===== config.mk =====
export PLATFORM = sky130hd
export DESIGN_NAME = cond_exec_stage
export DESIGN_NICKNAME = d
export VERILOG_FILES = /design/src/rtl/arm_cond_pkg.sv /design/src/rtl/cond_check.sv /design/src/rtl/cond_exec_stage.sv
export SDC_FILE = /design/constraint.sdc
export NUM_CORES = 1
export LEC_CHECK = 0
export ABC_AREA = 1
export CORE_MARGIN = 2
export CORE_UTILIZATION = 44
export DETAILED_ROUTE_END_ITERATION = 6
export HOLD_SLACK_MARGIN = 0.03
export PLACE_DENSITY_LB_ADDON = 0.25
export RECOVER_POWER = 100
export SKIP_LAST_GASP = 1
export SLEW_MARGIN = 20
export SYNTH_ARGS = -nofsm -noshare
export SYNTH_HDL_FRONTEND = slang
export SYNTH_SLANG_ARGS = --single-unit

===== constraint.sdc =====
create_clock -name clk -period 1.7 [get_ports clk]
set_input_delay 0.255 -clock clk [delete_from_list [all_inputs] [get_ports clk]]
set_output_delay 0.255 -clock clk [all_outputs]
set_load 0.005 [all_outputs]

===== src/rtl/arm_cond_pkg.sv =====
// rtl/arm_cond_pkg.sv - ARM condition codes, flag indices and E-stage control record
package arm_cond_pkg;

  localparam logic [3:0] COND_EQ = 4'b0000;
  localparam logic [3:0] COND_NE = 4'b0001;
  localparam logic [3:0] COND_CS = 4'b0010;
  localparam logic [3:0] COND_CC = 4'b0011;
  localparam logic [3:0] COND_MI = 4'b0100;
  localparam logic [3:0] COND_PL = 4'b0101;
  localparam logic [3:0] COND_VS = 4'b0110;
  localparam logic [3:0] COND_VC = 4'b0111;
  localparam logic [3:0] COND_HI = 4'b1000;
  localparam logic [3:0] COND_LS = 4'b1001;
  localparam logic [3:0] COND_GE = 4'b1010;
  localparam logic [3:0] COND_LT = 4'b1011;
  localparam logic [3:0] COND_GT = 4'b1100;
  localparam logic [3:0] COND_LE = 4'b1101;
  localparam logic [3:0] COND_AL = 4'b1110;
  localparam logic [3:0] COND_NV = 4'b1111;

  localparam int FLAG_N = 3;
  localparam int FLAG_Z = 2;
  localparam int FLAG_C = 1;
  localparam int FLAG_V = 0;

  typedef struct packed {
    logic       valid;
    logic [3:0] cond;
    logic [1:0] flag_w;
    logic       pcs;
    logic       reg_w;
    logic       mem_w;
    logic       mem_to_reg;
    logic       alu_src;
    logic       branch;
    logic [3:0] alu_ctl;
  } ectl_t;

  localparam ectl_t ECTL_BUBBLE = '0;

endpackage


===== src/rtl/cond_check.sv =====
// rtl/cond_check.sv - combinational ARM condition-field evaluation against NZCV
module cond_check
  import arm_cond_pkg::*;
(
  input  logic [3:0] Cond,
  input  logic [3:0] Flags,
  output logic       CondEx
);

  logic w_n, w_z, w_c, w_v;
  logic w_base;

  assign w_n = Flags[FLAG_N];
  assign w_z = Flags[FLAG_Z];
  assign w_c = Flags[FLAG_C];
  assign w_v = Flags[FLAG_V];

  // Codes come in pairs; odd code is the complement of the even one, so 1110/1111 give AL/NV.
  always_comb begin
    w_base = 1'b1;
    case (Cond[3:1])
      3'b000:  w_base = w_z;
      3'b001:  w_base = w_c;
      3'b010:  w_base = w_n;
      3'b011:  w_base = w_v;
      3'b100:  w_base = w_c & ~w_z;
      3'b101:  w_base = (w_n == w_v);
      3'b110:  w_base = ~w_z & (w_n == w_v);
      default: w_base = 1'b1;
    endcase
  end

  assign CondEx = w_base ^ Cond[0];

endmodule


===== src/rtl/cond_exec_stage.sv =====
// rtl/cond_exec_stage.sv - ID/EX control register, NZCV flags and condition-gated side effects
module cond_exec_stage
  import arm_cond_pkg::*;
(
  input  logic       clk,
  input  logic       reset,
  input  logic       Stall,
  input  logic       Flush,
  input  logic [3:0] CondD,
  input  logic [1:0] FlagWD,
  input  logic       PCSD,
  input  logic       RegWD,
  input  logic       MemWD,
  input  logic       MemtoRegD,
  input  logic       ALUSrcD,
  input  logic       BranchD,
  input  logic [3:0] ALUControlD,
  input  logic [3:0] ALUFlags,
  output logic [3:0] ALUControlE,
  output logic       ALUSrcE,
  output logic       MemtoRegE,
  output logic       RegWriteE,
  output logic       MemWriteE,
  output logic       PCSrcE,
  output logic       BranchTakenE,
  output logic       CondExE,
  output logic [3:0] Flags
);

  ectl_t      r_e;
  ectl_t      w_d;
  logic [3:0] r_flags;
  logic       w_cond;
  logic       w_cond_ex;

  assign w_d = '{valid: 1'b1, cond: CondD, flag_w: FlagWD, pcs: PCSD, reg_w: RegWD,
                 mem_w: MemWD, mem_to_reg: MemtoRegD, alu_src: ALUSrcD, branch: BranchD,
                 alu_ctl: ALUControlD};

  always_ff @(posedge clk or negedge reset) begin
    if (!reset)     r_e <= ECTL_BUBBLE;
    else if (Flush) r_e <= ECTL_BUBBLE;
    else if (!Stall) r_e <= w_d;
  end

  cond_check u_cond_check (
    .Cond   (r_e.cond),
    .Flags  (r_flags),
    .CondEx (w_cond)
  );

  assign w_cond_ex = w_cond & r_e.valid & ~Stall;

  // A flush only affects the next E occupant; the current one still commits its flags.
  always_ff @(posedge clk or negedge reset) begin
    if (!reset) begin
      r_flags <= '0;
    end else if (w_cond_ex) begin
      if (r_e.flag_w[1]) begin
        r_flags[FLAG_N] <= ALUFlags[FLAG_N];
        r_flags[FLAG_Z] <= ALUFlags[FLAG_Z];
      end
      if (r_e.flag_w[0]) begin
        r_flags[FLAG_C] <= ALUFlags[FLAG_C];
        r_flags[FLAG_V] <= ALUFlags[FLAG_V];
      end
    end
  end

  assign CondExE      = w_cond_ex;
  assign RegWriteE    = r_e.reg_w  & w_cond_ex;
  assign MemWriteE    = r_e.mem_w  & w_cond_ex;
  assign PCSrcE       = r_e.pcs    & w_cond_ex;
  assign BranchTakenE = r_e.branch & w_cond_ex;
  assign ALUControlE  = r_e.alu_ctl;
  assign ALUSrcE      = r_e.alu_src;
  assign MemtoRegE    = r_e.mem_to_reg;
  assign Flags        = r_flags;

endmodule


* After elaboration in Yosys (flattened, before gate mapping)
Cells that the tools add are included.
** Operators by class
- Equality and inequality tests :: 8
- Muxes and demuxes :: 3
- Bitwise gates (word level) :: 11
- Reduce and logical (&&, ||, !) cells :: 3
** Operators with widths (count)
- $mux W17 :: 2
- $eq A3 B3 Y1 const B :: 3
- $and A1 B1 Y1 :: 8
- $pmux W1 S7 :: 1
- $eq A3 B2 Y1 const B :: 2
- $reduce_and A2 Y1 :: 2
- $eq A3 B1 Y1 const B :: 1
- $logic_not A3 Y1 :: 1
- $ne A2 B1 Y1 const B :: 1
- $not A1 Y1 :: 2
- $eq A1 B1 Y1 :: 1
- $xor A1 B1 Y1 :: 1
** Word-level totals
- Bits in registers :: 21
- Input port bits :: 24
- Output and inout bits :: 15
- Logic and storage cells :: 37

* Logic depth before layout (Yosys ltp)
- Word-level depth :: 7
- Depth in mapped cells :: 11
- Gate-level depth less buffers :: 11

* Hierarchy
A second synthesis with hierarchy kept.
** Unflattened totals
- Cell total of the unflattened synthesis :: 134
- Area, all modules :: 1063.5 µm²
** By module, submodules not included
- cond_exec_stage :: instances 1, cells an instance 104, area each 937.1 µm², sequential area each 525.5 µm²
- cond_check :: instances 1, cells an instance 30, area each 126.4 µm², sequential area each 0.0 µm²

* Worst setup path before layout
Ideal clock, no wire load.
- Kind :: register to output
- From :: reg r_e[13] (netlist bit)
- To :: out BranchTakenE
- Data arrival time :: 1.223 ns
- Data required time :: 1.445 ns
- Setup slack :: 0.222 ns
- Stages on the path, launching flop included :: 12
- Path buffers :: 0
- Path through :: dfrtp_1 inv_1 nand2_1 nand2_1 nand3_1 nand2_1 nand2_2 nand3_4 nand2_4 nor2_8 inv_4 nor2_2
** On the way
- Word-level cells in the longest chain between the ends :: 6
- Elaborated cells on any way between the ends :: 12
- Those cells by class :: eq/ne (6); mux (1); bitwise (4); reduce/logical (1)
** Ends and longest elaborated chain
- start, declared :: line cond_exec_stage.sv:30 : ectl_t r_e;
- start signal, assigned :: line cond_exec_stage.sv:43 : else if (!Stall) r_e <= w_d;
- $eq A3 B3 Y1, or another cell as far along :: line cond_check.sv:21 : case (Cond[3:1])
- $pmux W1 S7 * :: line cond_check.sv:21
- $xor A1 B1 Y1 * :: line cond_check.sv:33 : assign CondEx = w_base ^ Cond[0];
- $and A1 B1 Y1 * (2 in series) :: line cond_exec_stage.sv:52 : assign w_cond_ex = w_cond & r_e.valid & ~Stall;
- via CondExE :: line cond_exec_stage.sv:26 : output logic CondExE,
- $and A1 B1 Y1 * :: line cond_exec_stage.sv:74 : assign BranchTakenE = r_e.branch & w_cond_ex;
- end, declared :: line cond_exec_stage.sv:25 : output logic BranchTakenE,
Mark *: on every way through the listed nets, which the timed path passes. The rest lies on a longest branch.

* Final worst setup path
- From :: reg r_e[13] (netlist bit)
- To :: out CondExE
** On the way
- Word-level cells in the longest chain between the ends :: 5
- Elaborated cells on any way between the ends :: 11
- Those cells by class :: eq/ne (6); mux (1); bitwise (3); reduce/logical (1)
** Ends and longest elaborated chain (line)
- $eq A3 B3 Y1, or another cell as far along :: cond_check.sv:21
- $pmux W1 S7 * :: cond_check.sv:21
- $xor A1 B1 Y1 * :: cond_check.sv:33
- $and A1 B1 Y1 * (2 in series) :: cond_exec_stage.sv:52
- end, declared :: cond_exec_stage.sv:26
Mark *: on every way between the ends. The rest lies on a longest branch, timed or not.

==> results_dict.tcl <==
set metrics [dict create \
    viasPerCell 4.94 \
    critical-path-slowest-cell "dfrtp_1" \
    endpoint_kind "primary output" \
    path_cells "inv_2, nand2_2, nand3_1, o21ai_2, nor2_4, nand3_4, nand2_4, nor2_8, buf_4, buf_6" \
    critical_path_class "reg -> out" \
    cp-start-kind "flip-flop" \
    crit_cells 10 \
    async_flop_share_pct 100 \
    drive_gt1_share_pct 26.9 \
    synth.area.top_cells "dfrtp_1 (47%), nand3_1 (14%), nand2_1 (8.1%), inv_1 (3.7%), o21ai_1 (3.6%)" \
    antenna_found_initial 0 \
    p_switching_mw 0.438 \
    wl_um 2660 \
    dp_hpwl_um 2000 \
    syn_area_per_cell_um2 8.61 \
    reg2reg_to "Flags[0]" \
    hp-class "in -> reg" \
    max_stage_delay_ps 430 \
    die_y_um 54.3 \
    crit_fanout 4 \
    diodes 0 \
    cts.sinks 21 \
    ys_warn_count 0 \
    start_util_pct 45.7 \
    ys.flop_type "dfrtp_1" \
    power_leakage_nw 0.818 \
    syn_area_mm2 0.00111 \
    instances_no_fill 216 \
    slew_headroom_pct 23.4 \
    hp-start "FlagWD[0]" \
    seqCellArea_um2 526 \
    status "finished, violations left" \
    ys_types 24 \
    grt_setup_unrepaired "yes" \
    power_frac_comb_pct 38.9 \
    num_rows 18 \
    drtIter0Drc 9 \
    cp_top_family "simple AND/OR/NAND/NOR gates" \
    min_to "r_e[10]" \
    wl_per_cell_um 12.3 \
    htree_levels 1 \
    synth-compound-area-share_pct 6.31 \
    ios 39 \
    clkTransAtPathRegs_ps 120 \
    p_per_area_mw_per_mm2 838 \
    finalSetupViolCount 5 \
    hold_viol_final 0 \
    r2r_start "r_e[13]" \
    synth_xor_area_share_pct 0 \
    insertion_delay_ps 310 \
    arrival_ps 1760 \
    die-area_mm2 0.00294 \
    min_period_ps 2010 \
    coreArea_mm2 0.00243 \
    synthCells 129 \
    ff2ff_setup_slack_ps 0 \
    numCtsBuffers 3 \
    synth.top_cell.area_share_pct 47.3 \
    syn_nets 153 \
    yosysMostFrequentCell "nand3_1" \
    synthMuxAreaShare_pct 0 \
    startpoint "r_e[13]" \
    synth_edf_count 0 \
    gr-usage-all-layers_pct 21.0 \
    port_buffers 38 \
    num_vias 1066 \
    seq_power_share_pct 43.3 \
    gp_routability_congestion 0.764 \
    dr.pass1.iters 4 \
    fin_worst_skew_ps 4.01 \
    yosys.area_share.adder_pct 0 \
    p_sw_share_pct 31.5 \
    synth-simple-area-share_pct 35.5 \
    final_nets 211 \
    root_buffer "clkbuf_4" \
    first_global_vias 1079 \
    final_antenna_net_count 0 \
    synth_top_family_by_area "simple AND/OR/NAND/NOR gates" \
    grt_max_degree 25 \
    fp.dieW_um 54.3 \
    fmaxAchievable_mhz 497 \
    grt_pass1_wl_um 4440 \
    ir_drop_uv 566 \
    holdWs_ps 487 \
    p_clk_share_pct 17.8 \
    drv_slew 0 \
    area_delta_synth_final_pct 49.4 \
    internal_power_mw 0.953 \
    drc 0 \
    ys_seq_area_share_pct 47.3 \
    crit_required_ps 1440 \
    ys_ff_latch 21 \
    ff2ff_path_depth 12 \
    holdPathStages 3 \
    period_share_pct 118 \
    dpl.cell_count 205 \
    max_cap_viol_count 0 \
    crit_buf_inv 3 \
    yosysTopAreaCell "dfrtp_1" \
    overflow 0 \
    cts_hold_buf 0 \
    ys_top_cells_by_count "nand3_1 (32), nand2_1 (24), dfrtp_1 (21), inv_1 (11), o21ai_1 (8)" \
    final.setup.worst_slack_ps -313 \
    cts_buffer_depth 2 \
    multiInputGateArea_um2 472 \
    tightest_slew_ps 1150 \
    violations "setup timing" \
    fillers 209 \
    cts_tree "built" \
]
cell type report:
cell class	instances	share of cell area [%]
well taps	30	2.26
clock buffers	4	1.58
multi-input cells	85	28.4
flip-flops and latches	21	31.7
inverters	14	4.14
repair buffers	62	32.0
worst register-to-register path, stage by stage (launching register included):
cell and delay, ps:
dfrtp_1 430, inv_2 110, nand2_2 80, nand3_1 110, o21ai_2 80, nor2_4 170
nand3_4 110, nand2_4 90, nor2_8 40, buf_4 140, buf_4 140, nand3_1 70
nand2_1 50
metal layers:
layer / up-vias / share of wire, % / GRT usage [%]
met1: 499 / 40 / 22.7
met4: 0 / 1.9 / 9.58
met5: - / 0 / 0
met3: 6 / 5.3 / 4.92
li1: 531 / - / -
met2: 30 / 53 / 38.4
cells in the final DEF (no fill, tap or decap), types with 2 or more instances in the layout:
master | Yosys | layout
o21ai_0 | 0 | 7
dlygate4sd3_1 | 0 | 10
buf_2 | 3 | 4
nor2_2 | 4 | 5
inv_1 | 11 | 9
nor2_1 | 5 | 4
buf_4 | 4 | 21
nand2_1 | 24 | 22
inv_2 | 1 | 3
nand3_1 | 32 | 32
dfrtp_1 | 21 | 21
clkdlybuf4s50_1 | 0 | 23
clkbuf_4 | 0 | 3
nand2_2 | 1 | 3
nor2_4 | 2 | 2
nand4_1 | 2 | 2
clkbuf_1 | 1 | 4
what timing repair did:
action	4_1_cts	5_1_grt
endpoints found under the setup margin	5	9
gates resized for setup	25	1
pin swaps	9	11
setup buffers	3	4
cell families (layout without fill, tap and decap cells):
| family | Yosys count | count (layout) |
|---|---|---|
| and+or+nand+nor | 74 | 74 |
| buffers and inverters | 23 | 80 |
| DFF | 21 | 21 |
| AOI/OAI and AO/OA | 11 | 11 |
sequential cells by signal, indices dropped and copies added (netlist names):
signal       cells
ALUControlE      4
ALUSrcE          1
Flags            4
MemtoRegE        1
r_e             11
worst max path at each step:
stage                        end  slack, ps
CTS                       PCSrcE       -350
global placement       MemWriteE       -260
global route             CondExE       -420
finish                   CondExE       -310
detailed placement        PCSrcE       -390
floorplan           BranchTakenE        220
metrics by stage:
| stage | utilization, % | worst slack [ps] | instance area [um2] | power (mW) | setup TNS [ps] |
|---|---|---|---|---|---|
| after floorplan | - | 222 | 1110 | 0.843 | 0 |
| after global placement | 65.9 | -258 | 1600 | 1.11 | -1210 |
| after detailed placement | 65.9 | -392 | 1600 | 1.13 | -1770 |
| after CTS | 67.4 | -354 | 1640 | 1.40 | -1680 |
| after global routing | 68.3 | -424 | 1660 | 1.48 | -2520 |
| final | 68.3 | -313 | 1660 | 1.39 | -1480 |
power groups by stage:
stage	clock, mW	sequential, mW	combinational [mW]
after floorplan	0	0.617	0.226
after global placement	0	0.611	0.501
after detailed placement	0	0.612	0.519
after CTS	0.253	0.604	0.542
after global routing	0.271	0.609	0.596
final	0.247	0.603	0.541
No activity file was read; power rests on OpenSTA's default activity.
